<file path="src/rtl/seg_pkg.sv">
// Shared constants for the multiplexed seven-segment scanner: active-low
// glyph codes (bit6 = a .. bit0 = g) and the default geometry.
package seg_pkg;

    localparam int DEFAULT_NUM_DIGITS  = 4;
    localparam int DEFAULT_REFRESH_DIV = 100000;

    localparam logic [6:0] SEG_BLANK = 7'b1111111;

    localparam logic [6:0] SEG_HEX_0 = 7'b0000001;
    localparam logic [6:0] SEG_HEX_1 = 7'b1001111;
    localparam logic [6:0] SEG_HEX_2 = 7'b0010010;
    localparam logic [6:0] SEG_HEX_3 = 7'b0000110;
    localparam logic [6:0] SEG_HEX_4 = 7'b1001100;
    localparam logic [6:0] SEG_HEX_5 = 7'b0100100;
    localparam logic [6:0] SEG_HEX_6 = 7'b0100000;
    localparam logic [6:0] SEG_HEX_7 = 7'b0001111;
    localparam logic [6:0] SEG_HEX_8 = 7'b0000000;
    localparam logic [6:0] SEG_HEX_9 = 7'b0001100;
    localparam logic [6:0] SEG_HEX_A = 7'b0001000;
    localparam logic [6:0] SEG_HEX_B = 7'b1100000;
    localparam logic [6:0] SEG_HEX_C = 7'b0110001;
    localparam logic [6:0] SEG_HEX_D = 7'b1000010;
    localparam logic [6:0] SEG_HEX_E = 7'b0110000;
    localparam logic [6:0] SEG_HEX_F = 7'b0111000;

    function automatic logic [6:0] hex_to_seg(input logic [3:0] nibble);
        logic [6:0] code;
        case (nibble)
            4'h0:    code = SEG_HEX_0;
            4'h1:    code = SEG_HEX_1;
            4'h2:    code = SEG_HEX_2;
            4'h3:    code = SEG_HEX_3;
            4'h4:    code = SEG_HEX_4;
            4'h5:    code = SEG_HEX_5;
            4'h6:    code = SEG_HEX_6;
            4'h7:    code = SEG_HEX_7;
            4'h8:    code = SEG_HEX_8;
            4'h9:    code = SEG_HEX_9;
            4'hA:    code = SEG_HEX_A;
            4'hB:    code = SEG_HEX_B;
            4'hC:    code = SEG_HEX_C;
            4'hD:    code = SEG_HEX_D;
            4'hE:    code = SEG_HEX_E;
            default: code = SEG_HEX_F;
        endcase
        return code;
    endfunction

endpackage

</file>
<file path="src/rtl/hex_seg_decode.sv">
// Pure combinational hex-nibble to active-low seven-segment glyph.
module hex_seg_decode
    import seg_pkg::*;
(
    input  logic [3:0] nibble,
    output logic [6:0] seg
);

    always_comb begin
        seg = hex_to_seg(nibble);
    end

endmodule

</file>
<file path="src/rtl/seg_scan_driver.sv">
// Time-multiplexed seven-segment scanner with a double-buffered display
// register that only swaps at frame boundaries, so a frame is never torn.
module seg_scan_driver
    import seg_pkg::*;
#(
    parameter int NUM_DIGITS  = DEFAULT_NUM_DIGITS,
    parameter int REFRESH_DIV = DEFAULT_REFRESH_DIV
) (
    input  logic                    clk,
    input  logic                    reset,
    input  logic                    en,
    input  logic [4*NUM_DIGITS-1:0] value,
    input  logic [NUM_DIGITS-1:0]   dp_in,
    input  logic                    blank_lz,
    input  logic                    load,
    output logic [6:0]              seg,
    output logic                    dp,
    output logic [NUM_DIGITS-1:0]   an,
    output logic                    frame_done
);

    localparam int IW = $clog2(NUM_DIGITS);
    localparam int PW = $clog2(REFRESH_DIV);
    localparam logic [IW-1:0] LAST_IDX = IW'(NUM_DIGITS - 1);
    localparam logic [PW-1:0] LAST_CNT = PW'(REFRESH_DIV - 1);

    logic [PW-1:0]             presc_q, presc_d;
    logic [IW-1:0]             idx_q, idx_d;
    logic [4*NUM_DIGITS-1:0]   pend_val_q, pend_val_d;
    logic [NUM_DIGITS-1:0]     pend_dp_q, pend_dp_d;
    logic [4*NUM_DIGITS-1:0]   act_val_q, act_val_d;
    logic [NUM_DIGITS-1:0]     act_dp_q, act_dp_d;
    logic [6:0]                seg_q, seg_d;
    logic                      dp_q, dp_d;
    logic [NUM_DIGITS-1:0]     an_q, an_d;
    logic                      frame_done_q, frame_done_d;

    logic                      tick;
    logic                      wrap_tick;
    logic [NUM_DIGITS-1:0]     blank_mask;
    logic [3:0]                sel_nib;
    logic                      sel_blank;
    logic                      sel_dp;
    logic [6:0]                dec_seg;

    // A digit is a leading zero when it and everything above it are zero;
    // digit 0 always shows, and a requested decimal point keeps a digit lit.
    generate
        for (genvar gi = 0; gi < NUM_DIGITS; gi++) begin : g_lz
            if (gi == 0) begin : g_lsd
                assign blank_mask[gi] = 1'b0;
            end else begin : g_upper
                assign blank_mask[gi] = blank_lz
                                      && (act_val_q[4*NUM_DIGITS-1:4*gi] == '0)
                                      && !act_dp_q[gi];
            end
        end
    endgenerate

    always_comb begin
        sel_nib   = 4'h0;
        sel_blank = 1'b0;
        sel_dp    = 1'b0;
        for (int i = 0; i < NUM_DIGITS; i++) begin
            if (idx_q == IW'(i)) begin
                sel_nib   = act_val_q[4*i +: 4];
                sel_blank = blank_mask[i];
                sel_dp    = act_dp_q[i];
            end
        end
    end

    hex_seg_decode u_decode (
        .nibble (sel_nib),
        .seg    (dec_seg)
    );

    always_comb begin
        tick      = en && (presc_q == LAST_CNT);
        wrap_tick = tick && (idx_q == LAST_IDX);

        presc_d      = presc_q;
        idx_d        = idx_q;
        pend_val_d   = pend_val_q;
        pend_dp_d    = pend_dp_q;
        act_val_d    = act_val_q;
        act_dp_d     = act_dp_q;
        frame_done_d = wrap_tick;
        an_d         = '1;
        seg_d        = SEG_BLANK;
        dp_d         = 1'b1;

        if (en) begin
            presc_d = tick ? '0 : presc_q + 1'b1;
        end
        if (tick) begin
            idx_d = (idx_q == LAST_IDX) ? '0 : idx_q + 1'b1;
        end

        if (load) begin
            pend_val_d = value;
            pend_dp_d  = dp_in;
        end
        // A load landing on the wrap tick bypasses the pending stage.
        if (wrap_tick) begin
            act_val_d = load ? value : pend_val_q;
            act_dp_d  = load ? dp_in : pend_dp_q;
        end

        if (en) begin
            an_d  = ~(NUM_DIGITS'(1) << idx_q);
            seg_d = sel_blank ? SEG_BLANK : dec_seg;
            dp_d  = ~sel_dp;
        end
    end

    always_ff @(posedge clk) begin
        if (reset) begin
            presc_q      <= '0;
            idx_q        <= '0;
            pend_val_q   <= '0;
            pend_dp_q    <= '0;
            act_val_q    <= '0;
            act_dp_q     <= '0;
            seg_q        <= SEG_BLANK;
            dp_q         <= 1'b1;
            an_q         <= '1;
            frame_done_q <= 1'b0;
        end else begin
            presc_q      <= presc_d;
            idx_q        <= idx_d;
            pend_val_q   <= pend_val_d;
            pend_dp_q    <= pend_dp_d;
            act_val_q    <= act_val_d;
            act_dp_q     <= act_dp_d;
            seg_q        <= seg_d;
            dp_q         <= dp_d;
            an_q         <= an_d;
            frame_done_q <= frame_done_d;
        end
    end

    assign seg        = seg_q;
    assign dp         = dp_q;
    assign an         = an_q;
    assign frame_done = frame_done_q;

endmodule

</file>
<file path="config.mk">
export PLATFORM = sky130hd
export DESIGN_NAME = seg_scan_driver
export DESIGN_NICKNAME = d
export VERILOG_FILES = /design/src/rtl/seg_pkg.sv /design/src/rtl/hex_seg_decode.sv /design/src/rtl/seg_scan_driver.sv
export SDC_FILE = /design/constraint.sdc
export NUM_CORES = 1
export LEC_CHECK = 0
export BUFFER_PORTS_ARGS = -buffer_cell sky130_fd_sc_hd__buf_4
export CORE_MARGIN = 1.5
export CORE_UTILIZATION = 45
export CTS_BUF_LIST = sky130_fd_sc_hd__clkbuf_8
export DETAILED_ROUTE_END_ITERATION = 8
export GPL_TIMING_DRIVEN = 0
export PLACE_DENSITY = 0.76
export SYNTH_ARGS = -nofsm -noshare
export SYNTH_HDL_FRONTEND = slang
export SYNTH_SLANG_ARGS = --single-unit
</file>
<file path="constraint.sdc">
create_clock -name clk -period 2.6 [get_ports clk]
set_input_delay 0.26 -clock clk [delete_from_list [all_inputs] [get_ports clk]]
set_output_delay 0.26 -clock clk [all_outputs]
set_load 0.01 [all_outputs]
</file>
==> out/qor.txt, run 1 <==
CP required: 2.83 ns
n_diodes: 0
CTS root buf: clkbuf_8
Syn Inst Count: 316
Final setup viols: 0
CP cell instances: inv_1 > ha_1 > buf_2 > a21oi_1 > o21ai_0 > a22oi_2 > buf_4 > inv_1 > ha_1 > and2_1 > o21ai_0 > nand3_1
std cell rows: 29
Clk pin slew, worst setup/hold paths: 0.07 ns
met3 usage: 5.97%
busiest metal layer after global routing: met2
Leakage Power: 0.00147 µW
critical path class: register to register
Yosys cell types: 46
layout filler cell count: 563
outcome: finished clean
DP Area: 3420 µm²
dominant cells by area after synthesis: dfxtp_1 47%, mux2i_1 6.9%, nor2_1 6.0%, o2bb2ai_1 5.7%, ha_1 4.5%
clock skew: 0.0128 ns
antenna violations before repair: 0
Worst Max-Slew Pin Slew: 0.765 ns
htree depth: 3
DRT iter0 DRCs: 95
Synth Warn #: 0
RSZ-0062 raised after global routing: false
WP buf/inv: 4
final WL: 6.47 mm
Total Power: 2300 µW
routed len/inst: 14.5 µm
I/O Pins: 38
Die Y: 85.6 µm
area of the multi-input gates: 1520 µm²
CP Capture Type: register
IO buf count: 34
Hold WS: 0.165 ns
GRT overflow: 0
placed cell count: 427
Synth Cell Area: 3070 µm²
register area: 1440 µm²
Slew Limit Fails: 0
Mapped Nets: 352
final hold violations: 0
worst min path class: input port to register
number of synthesized flops with an enable pin: 0
drt pass-1 iters: 6
vias in the first global route: 2,389
PD cells: 622 nW/µm²
vias: 2,396
Die Area: 7320 µm²
Post-DRT Antenna Nets: 0
GRT Util Overall: 18.7%
Synth top area share: 47.0%
total of max-cap violations: 0
via/cell ratio: 5.36
design area: 3690 µm²
Longest Clk Path Bufs: 2
Crit-path slowest cell: dfxtp_1
worst vdd ir: 0.417 mV
Nets: 401
family with the most delay on the worst path: compound AO/OA/AOI/OAI gates
starting density of the core: 47.5%
Syn Area/Cell: 9.71 µm²
period utilization: 92.4%
asr flop ratio synth: 0%
Synth Flop Type: dfxtp_1
first-pass GRT wire length: 10.8 mm
met1 usage: 21.8%
leading area contributor after synthesis: dfxtp_1
Crit path arrival time: 2.63 ns
GR Layer Usage met2: 32.2%
final critical-path required period: 2.40 ns
Startpoint Class: register
largest net degree at the start of global routing: 13
crit path max fanout: 10
Seq/Total Area, Yosys: 47.0%
Finished Layout Cells: 447
CTS tree: done
fmax: 0.416 GHz
layout cells sized above 1: 20.0%
DR DRC count: 0
GPL Wtd Cong: 0.894
clk sinks: 72
CP peak stage delay: 0.42 ns
core area: 6460 µm²
Die W: 85.6 µm
FF+latch count, synth: 72
worst-skew pair later-pin latency: 0.35 ns
HPWL Detailed: 4.53 mm
synth-to-layout area growth: 20.4%
CTS buffer count: 9
slew margin rel.: 49.0%
[cell usage in the layout (no fill, tap or decap), types with 9 or more instances in the layout]
cell type  Yosys  routed
nand2_1       22      22
ha_1          11      11
mux2i_1       21      21
xor2_1        11      11
nor2_1        49      49
clkbuf_8       0       9
o2bb2ai_1     20      20
inv_1          9      10
a21oi_1       10      10
dfxtp_1       72      72
buf_4          2      40
[per-layer routing]
layer	up-vias	share of wire, %
met5	-	0
met4	0	1.7
met3	11	3.7
met2	49	50
met1	1123	45
li1	1213	-
[synth_stat cells (3+ instances only)]
library cell,instances
o2bb2ai_1,20
nand4_1,7
inv_1,9
o21ai_0,4
nor3_1,6
nand3b_1,3
mux2i_1,21
dfxtp_1,72
xnor2_1,5
xor2_1,11
buf_2,6
ha_1,11
nor4_1,3
nor2_1,49
nand3_1,7
nand2b_1,3
nand2_1,22
nor2b_1,4
a21oi_1,10
clkbuf_1,7
[logic make-up after synthesis]
group	Yosys count	share of synthesized area, %
DFF	72	47.0
buffers and inverters	26	3.92
adders and majority gates	11	4.49
and+or+nand+nor	119	19.5
xor gates and xnor gates	16	4.57
muxes	23	7.59
AOI/OAI and AO/OA	49	13.0
[where the power goes]
part	internal [µW]	total [µW]	leakage, µW	switching (µW)
clock	630	1040	0.000120	410
sequential	1130	1140	0.000587	8.95
combinational	59.1	121	0.000765	61.8
total	1820	2300	0.00147	481
[path summary, 6_finish.rpt]
check	depth (start not counted)	slack (ns)	end	from
setup / recovery	12	0.20	seg[1]	idx_q[0]
hold reg to reg	1	0.47	act_val_q[1]	act_val_q[1]
setup reg to reg	12	0.20	seg[1]	idx_q[0]
hold / removal	3	0.16	pend_dp_q[0]	dp_in[0]
[per-stage QoR]
stage,setup WS [ns],TNS [ns],util (%)
3_5_place_dp,-0.0199,-0.0199,52.9
3_3_place_gp,0.0742,0,52.9
6_report,0.197,0,57.2
4_1_cts,0.0145,0,56.7
2_1_floorplan,0.412,0,-
5_1_grt,0.0401,0,57.2
[final cells by class]
cell class	instances	area share, %
clock buffers	9	3.35
repair buffers	38	7.72
flip-flops and latches	72	39.0
plain buffers	16	2.24
inverters	10	1.02
clock inverters	7	3.01
multi-input cells	218	41.0
well taps	77	2.61
[repair_timing]
action	CTS	global route
hold buffers	0	0
setup buffers	0	4
pin swaps	0	2
setup endpoints to repair	3	5
resized for setup	1	1
[state kept, by name, indices dropped and copies added (netlist names)]
| name | flops |
|---|---|
| idx_q | 2 |
| frame_done | 1 |
| presc_q | 17 |
| pend_val_q | 16 |
| an | 4 |
| act_val_q | 16 |
| dp | 1 |
| seg | 7 |
| pend_dp_q | 4 |
| act_dp_q | 4 |
[tightest hold or removal path: stages]
cell and delay, ns:
buf_4 0.08, mux2i_1 0.07, nor2_1 0.08
(Power assumes the default switching activity.)
==> inputs of run 2 (changes only) <==
--- a/config.mk
+++ b/config.mk
@@ -5,6 +5,7 @@
 export SDC_FILE = /design/constraint.sdc
 export NUM_CORES = 1
 export LEC_CHECK = 0
+export ABC_AREA = 1
 export BUFFER_PORTS_ARGS = -buffer_cell sky130_fd_sc_hd__buf_4
 export CORE_MARGIN = 1.5
 export CORE_UTILIZATION = 45
==> run 2 against run 1 <==
Compared with the run above:
- global-route usage rose by 0.18 points
- sequential power barely moved
- count of clock-buffer cells in the layout rose by 2
- worst hold slack improved by 0.023 ns
- cell area rose by 11%
- clock skew fell by 0.0058 ns
- sequential cell count did not move
- clock power barely moved
- setup slack improved by 0.16 ns
- non-clock buffer count fell by 4
- maximum frequency rose by 7.3%
- power fell by 0.48%
- highest routed layer unchanged
==> out/qor.txt, run 2 <==
outcome: finished clean
IO buf count: 35
max FFs per register: 17
Final setup viols: 0
DP Area: 3850 µm²
r2r setup slk: 0.36 ns
Post-CTS Resized: 0
period utilization: 86.2%
fmax: 0.446 GHz
Finished Layout Cells: 671
most common cell in the synthesized netlist: nand2_1
hold path startpoint: reset
CTS tree: done
met1 usage: 23.2%
Seq/Total Area, Yosys: 41.6%
busiest metal layer after global routing: met2
Crit Reg-Reg Startpoint: idx_q[1]
HPWL Detailed: 5.42 mm
CP cell instances: inv_1 > ha_1 > inv_1 > nand2_1 > o211ai_1 > nand2_1 > nand2_1 > inv_1 > ha_1 > inv_1 > nand3_1 > nand3_1 > nand3_1
synth-to-layout area growth: 17.8%
hold buffers post-CTS: 0
I/O Pins: 38
GR Layer Usage met2: 31.7%
final hold violations: 0
CTS buffer count: 9
final WL: 7.20 mm
GPL Wtd Cong: 0.893
Syn Inst Count: 521
layout cells sized above 1: 12.6%
number of synthesized flops with an enable pin: 0
drt pass-1 iters: 4
critical path class: register to register
FF+latch count, synth: 72
std cell rows: 31
Nets: 603
Mapped Nets: 557
setup_tns: 0 ns
placed cell count: 655
Leakage Power: 0.00199 µW
starting density of the core: 47.0%
met3 usage: 5.39%
clock skew: 0.00708 ns
commonest cells after routing, fill and taps aside: 157 x nand2_1, 80 x nor2_1, 74 x inv_1
vias in the first global route: 2,994
top flop regs: presc_q (17), act_val_q (16), pend_val_q (16)
CP required: 2.84 ns
most flop-heavy register: presc_q
RSZ-0062 raised after global routing: false
routed len/inst: 10.7 µm
antenna violations before repair: 0
Synth Flop Type: dfxtp_1
worst vdd ir: 0.393 mV
post-CTS setup buffer count: 0
total of max-cap violations: 0
Yosys cell types: 29
CP Capture Type: register
clk sinks: 72
via/cell ratio: 4.75
largest net degree at the start of global routing: 13
Synth top area share: 41.6%
Synth Cell Area: 3470 µm²
GRT overflow: 0
core area: 7370 µm²
layout filler cell count: 733
Crit path arrival time: 2.48 ns
worst min path class: input port to register
design area: 4080 µm²
Die Area: 8240 µm²
DRT iter0 DRCs: 149
Die Y: 90.8 µm
hold path depth: 3
asr flop ratio synth: 0%
Syn Area/Cell: 6.65 µm²
Worst R2R End: seg[6]
Post-DRT Antenna Nets: 0
crit path max fanout: 8
Slew Limit Fails: 0
leading area contributor after synthesis: dfxtp_1
commonest non-fill, non-tap cell in the layout: nand2_1
htree depth: 3
dominant cells by area after synthesis: dfxtp_1 42%, nand2_1 17%, nor2_1 8.7%, inv_1 8.0%, nand3_1 4.6%
Startpoint Class: register
Top cell by count, worst path: inv_1
CTS root buf: clkbuf_8
vias: 3,185
GRT Util Overall: 18.9%
worst-skew pair later-pin latency: 0.35 ns
Worst Max-Slew Pin Slew: 0.503 ns
CP peak stage delay: 0.37 ns
Crit-path slowest cell: dfxtp_1
n_diodes: 0
Synth Warn #: 0
slew margin rel.: 66.2%
Worst R2R Path Depth: 13
Longest Clk Path Bufs: 2
Clk pin slew, worst setup/hold paths: 0.07 ns
final critical-path required period: 2.24 ns
Hold Path End: an[2]
first-pass GRT wire length: 12.7 mm
final core utilization: 55.4%
DR DRC count: 0
Die W: 90.8 µm
most common library cells after synthesis: 157 x nand2_1, 80 x nor2_1, 74 x inv_1, 72 x dfxtp_1
PD cells: 560 nW/µm²
[run 2: cell types whose count changed in the layout (fill, tap and decap cells not counted), moves of 5 or more]
cell       before  now
inv_1          10   74
nand3_1         7   32
nand2_1        22  157
buf_4          40   35
xnor2_1         5    0
o2bb2ai_1      20    0
xor2_1         11    3
nor2_1         49   80
o21ai_0         4   32
mux2i_1        21    0
[run 2: layer usage]
metal	part of all wire, %	vias up
li1	-	1699
met1	47	1427
met2	47	53
met3	5.1	6
met4	0.90	0
met5	0	-
[run 2: how the worst max path moves through the flow]
stage | from | endpoint | slack (ns) | cells past startpoint
final | idx_q[1] | seg[6] | 0.36 | 13
after global routing | idx_q[1] | seg[6] | 0.05 | 13
after CTS | idx_q[1] | seg[6] | 0.37 | 13
after detailed placement | idx_q[1] | seg[6] | 0.37 | 13
after global placement | idx_q[0] | seg[5] | 0.48 | 12
after floorplan | idx_q[0] | seg[5] | 0.69 | 12
[run 2: kinds of logic (layout without fill, tap and decap cells)]
logic type               Yosys count  in the layout  share of synthesized area (%)
AND/OR/NAND/NOR                  296            296                           35.7
adder cells (fa/ha/maj)           11             11                           3.97
buffers and inverters             91            142                           10.7
flip-flops                        72             72                           41.6
AO/OA/AOI/OAI                     48             48                           7.29
XOR/XNOR                           3              3                          0.758
[run 2: layout make-up]
class | count | area [µm²] | share of cell area (%)
flip-flops and latches | 72 | 1440 | 35.3
inverters | 76 | 285 | 6.99
well taps | 99 | 124 | 3.03
plain buffers | 15 | 86.3 | 2.11
multi-input cells | 358 | 1650 | 40.5
clock buffers | 11 | 151 | 3.71
repair buffers | 35 | 263 | 6.43
clock inverters | 5 | 78.8 | 1.93
[run 2: critical path: cells and delay by family, from the launching register on]
kind | cells | cell delay [ns]
adders and majority gates | 2 | 0.52
AOI/OAI and AO/OA | 1 | 0.10
buffers and inverters | 4 | 0.52
DFF | 1 | 0.37
and+or+nand+nor | 6 | 0.61
[run 2: through the flow]
stage	hold slack (ns)	worst slack [ns]	power [µW]
6_report	0.188	0.360	2290
5_1_grt	0.207	0.0549	2380
4_1_cts	0.184	0.367	2310
3_5_place_dp	0.437	0.366	1310
3_3_place_gp	0.434	0.483	1300
2_1_floorplan	0.410	0.692	1250
[run 2: power by group]
group          leakage, µW  total, µW  internal, µW  switching, µW
Sequential        0.000588       1140          1130           9.28
Clock             0.000119       1010           591            418
Combinational      0.00129        138          58.9           78.9
==> inputs of run 3 (changes only) <==
--- a/config.mk
+++ b/config.mk
@@ -6,13 +6,14 @@
 export NUM_CORES = 1
 export LEC_CHECK = 0
 export ABC_AREA = 1
-export BUFFER_PORTS_ARGS = -buffer_cell sky130_fd_sc_hd__buf_4
-export CORE_MARGIN = 1.5
+export CORE_MARGIN = 8
 export CORE_UTILIZATION = 45
 export CTS_BUF_LIST = sky130_fd_sc_hd__clkbuf_8
 export DETAILED_ROUTE_END_ITERATION = 8
+export DONT_BUFFER_PORTS = 1
 export GPL_TIMING_DRIVEN = 0
-export PLACE_DENSITY = 0.76
+export PLACE_DENSITY = 0.72
+export SLEW_MARGIN = 40
 export SYNTH_ARGS = -nofsm -noshare
 export SYNTH_HDL_FRONTEND = slang
 export SYNTH_SLANG_ARGS = --single-unit
==> run 3 against run 2 <==
Compared with the run above:
- register-to-register slack worse by 0.04 ns
- routed wire length is 1.8% higher
- maximum frequency down 1.8%
- clock power decreased by 11%
- highest routed layer unchanged
==> out/qor.txt, run 3 (synthesis results as in run 2) <==
RSZ-0062 raised after global routing: false
Total Power: 2150 µW
fmax: 0.438 GHz
final hold violations: 0
routed len/inst: 11.5 µm
DR DRC count: 0
Sw Ratio: 24.9%
final core utilization: 49.9%
Slew Limit Fails: 0
worst vdd ir: 0.332 mV
HPWL Detailed: 5.53 mm
post-CTS setup buffer count: 0
max FFs per register: 17
commonest non-fill, non-tap cell in the layout: nand2_1
crit path max fanout: 8
antenna violations before repair: 0
Post-CTS Resized: 0
top flop regs: presc_q (17), act_val_q (16), pend_val_q (16)
Leakage Power: 0.00181 µW
PD cells: 566 nW/µm²
final critical-path required period: 2.28 ns
vias: 3,036
clock share of power: 42.0%
Startpoint Class: register
total of max-cap violations: 0
final WL: 7.33 mm
worst-skew pair later-pin latency: 0.36 ns
Switching Power: 535 µW
CTS buffer count: 9
clock skew: 0.0109 ns
period utilization: 87.8%
slew margin rel.: 60.7%
Die W: 104 µm
Die Area: 10,800 µm²
Final setup viols: 0
CTS root buf: clkbuf_8
GRT overflow: 0
IO buf count: 0
htree depth: 3
Die Y: 104 µm
via/cell ratio: 4.75
starting density of the core: 45.6%
I/O Pins: 38
largest net degree at the start of global routing: 15
drt pass-1 iters: 4
n_diodes: 0
setup_tns: 0 ns
commonest cells after routing, fill and taps aside: 157 x nand2_1, 80 x nor2_1, 74 x inv_1
layout cells sized above 1: 6.89%
Comb pwr share: 4.7%
worst min path class: input port to register
Clk pin slew, worst setup/hold paths: 0.08 ns
Crit path arrival time: 2.54 ns
clk sinks: 72
Longest Clk Path Bufs: 2
sequential power share: 53.3%
CTS tree: done
CP Capture Type: register
Pint: 1610 µW
GRT Util Overall: 14.6%
critical path class: register to register
hold buffers post-CTS: 0
Nets: 568
Worst Max-Slew Pin Slew: 0.589 ns
GPL Wtd Cong: 0.901
std cell rows: 32
core area: 7610 µm²
vias in the first global route: 2,982
first-pass GRT wire length: 13.1 mm
synth-to-layout area growth: 9.56%
CP required: 2.86 ns
most flop-heavy register: presc_q
outcome: finished clean
DRT iter0 DRCs: 162
Post-DRT Antenna Nets: 0
run 3: final timing paths:
kind              slack, ns  cells past startpoint           to         from
setup / recovery       0.32                     12       seg[5]     idx_q[0]
hold / removal         0.09                      2        an[1]        reset
setup reg to reg       0.32                     12       seg[5]     idx_q[0]
hold reg to reg        0.45                      2  act_dp_q[0]  act_dp_q[0]
run 3: power groups by stage:
stage | Clock [µW] | Combinational [µW] | Sequential (µW)
6_report | 903 | 102 | 1140
5_1_grt | 974 | 123 | 1150
4_1_cts | 925 | 103 | 1140
3_5_place_dp | 0 | 102 | 1170
3_3_place_gp | 0 | 100 | 1170
2_1_floorplan | 0 | 80.4 | 1170
run 3: layout make-up:
| class | instances | area [µm²] |
|---|---|---|
| fill | 761 | 3810 |
| multi-input combinational | 358 | 1650 |
| sequential | 72 | 1440 |
| inverter | 76 | 285 |
| tap | 102 | 128 |
| clock buffer | 9 | 124 |
| buffer | 15 | 86.3 |
| clock inverter | 7 | 80.1 |
run 3: metrics by stage:
stage / worst slack [ns] / hold WS (ns) / instance area [µm²] / std cells
floorplan: 0.692 / 0.410 / 3470 / 521
detailed placement: 0.363 / 0.435 / 3590 / 623
global placement: 0.440 / 0.431 / 3590 / 623
global route: 0.0320 / 0.102 / 3800 / 639
finish: 0.318 / 0.0919 / 3800 / 639
CTS: 0.335 / 0.0843 / 3800 / 639
run 3: critical path, stage by stage, from the launching register on:
cell,delay [ns]
dfxtp_1,0.41
inv_1,0.09
ha_1,0.19
clkbuf_2,0.17
inv_1,0.15
o21ai_0,0.10
o21ai_0,0.18
nand2_1,0.19
ha_1,0.36
nand3_1,0.11
nor2_1,0.05
nor2_1,0.13
nand2_1,0.05
run 3: metal layers:
| metal | global-route usage [%] | vias to the layer above | routed length, µm |
|---|---|---|---|
| li1 | - | 1636 | - |
| met1 | 18.3 | 1323 | 3650 |
| met2 | 22.7 | 71 | 3170 |
| met3 | 3.72 | 6 | 395 |
| met4 | 7.24 | 0 | 124 |
| met5 | 0 | - | 0 |
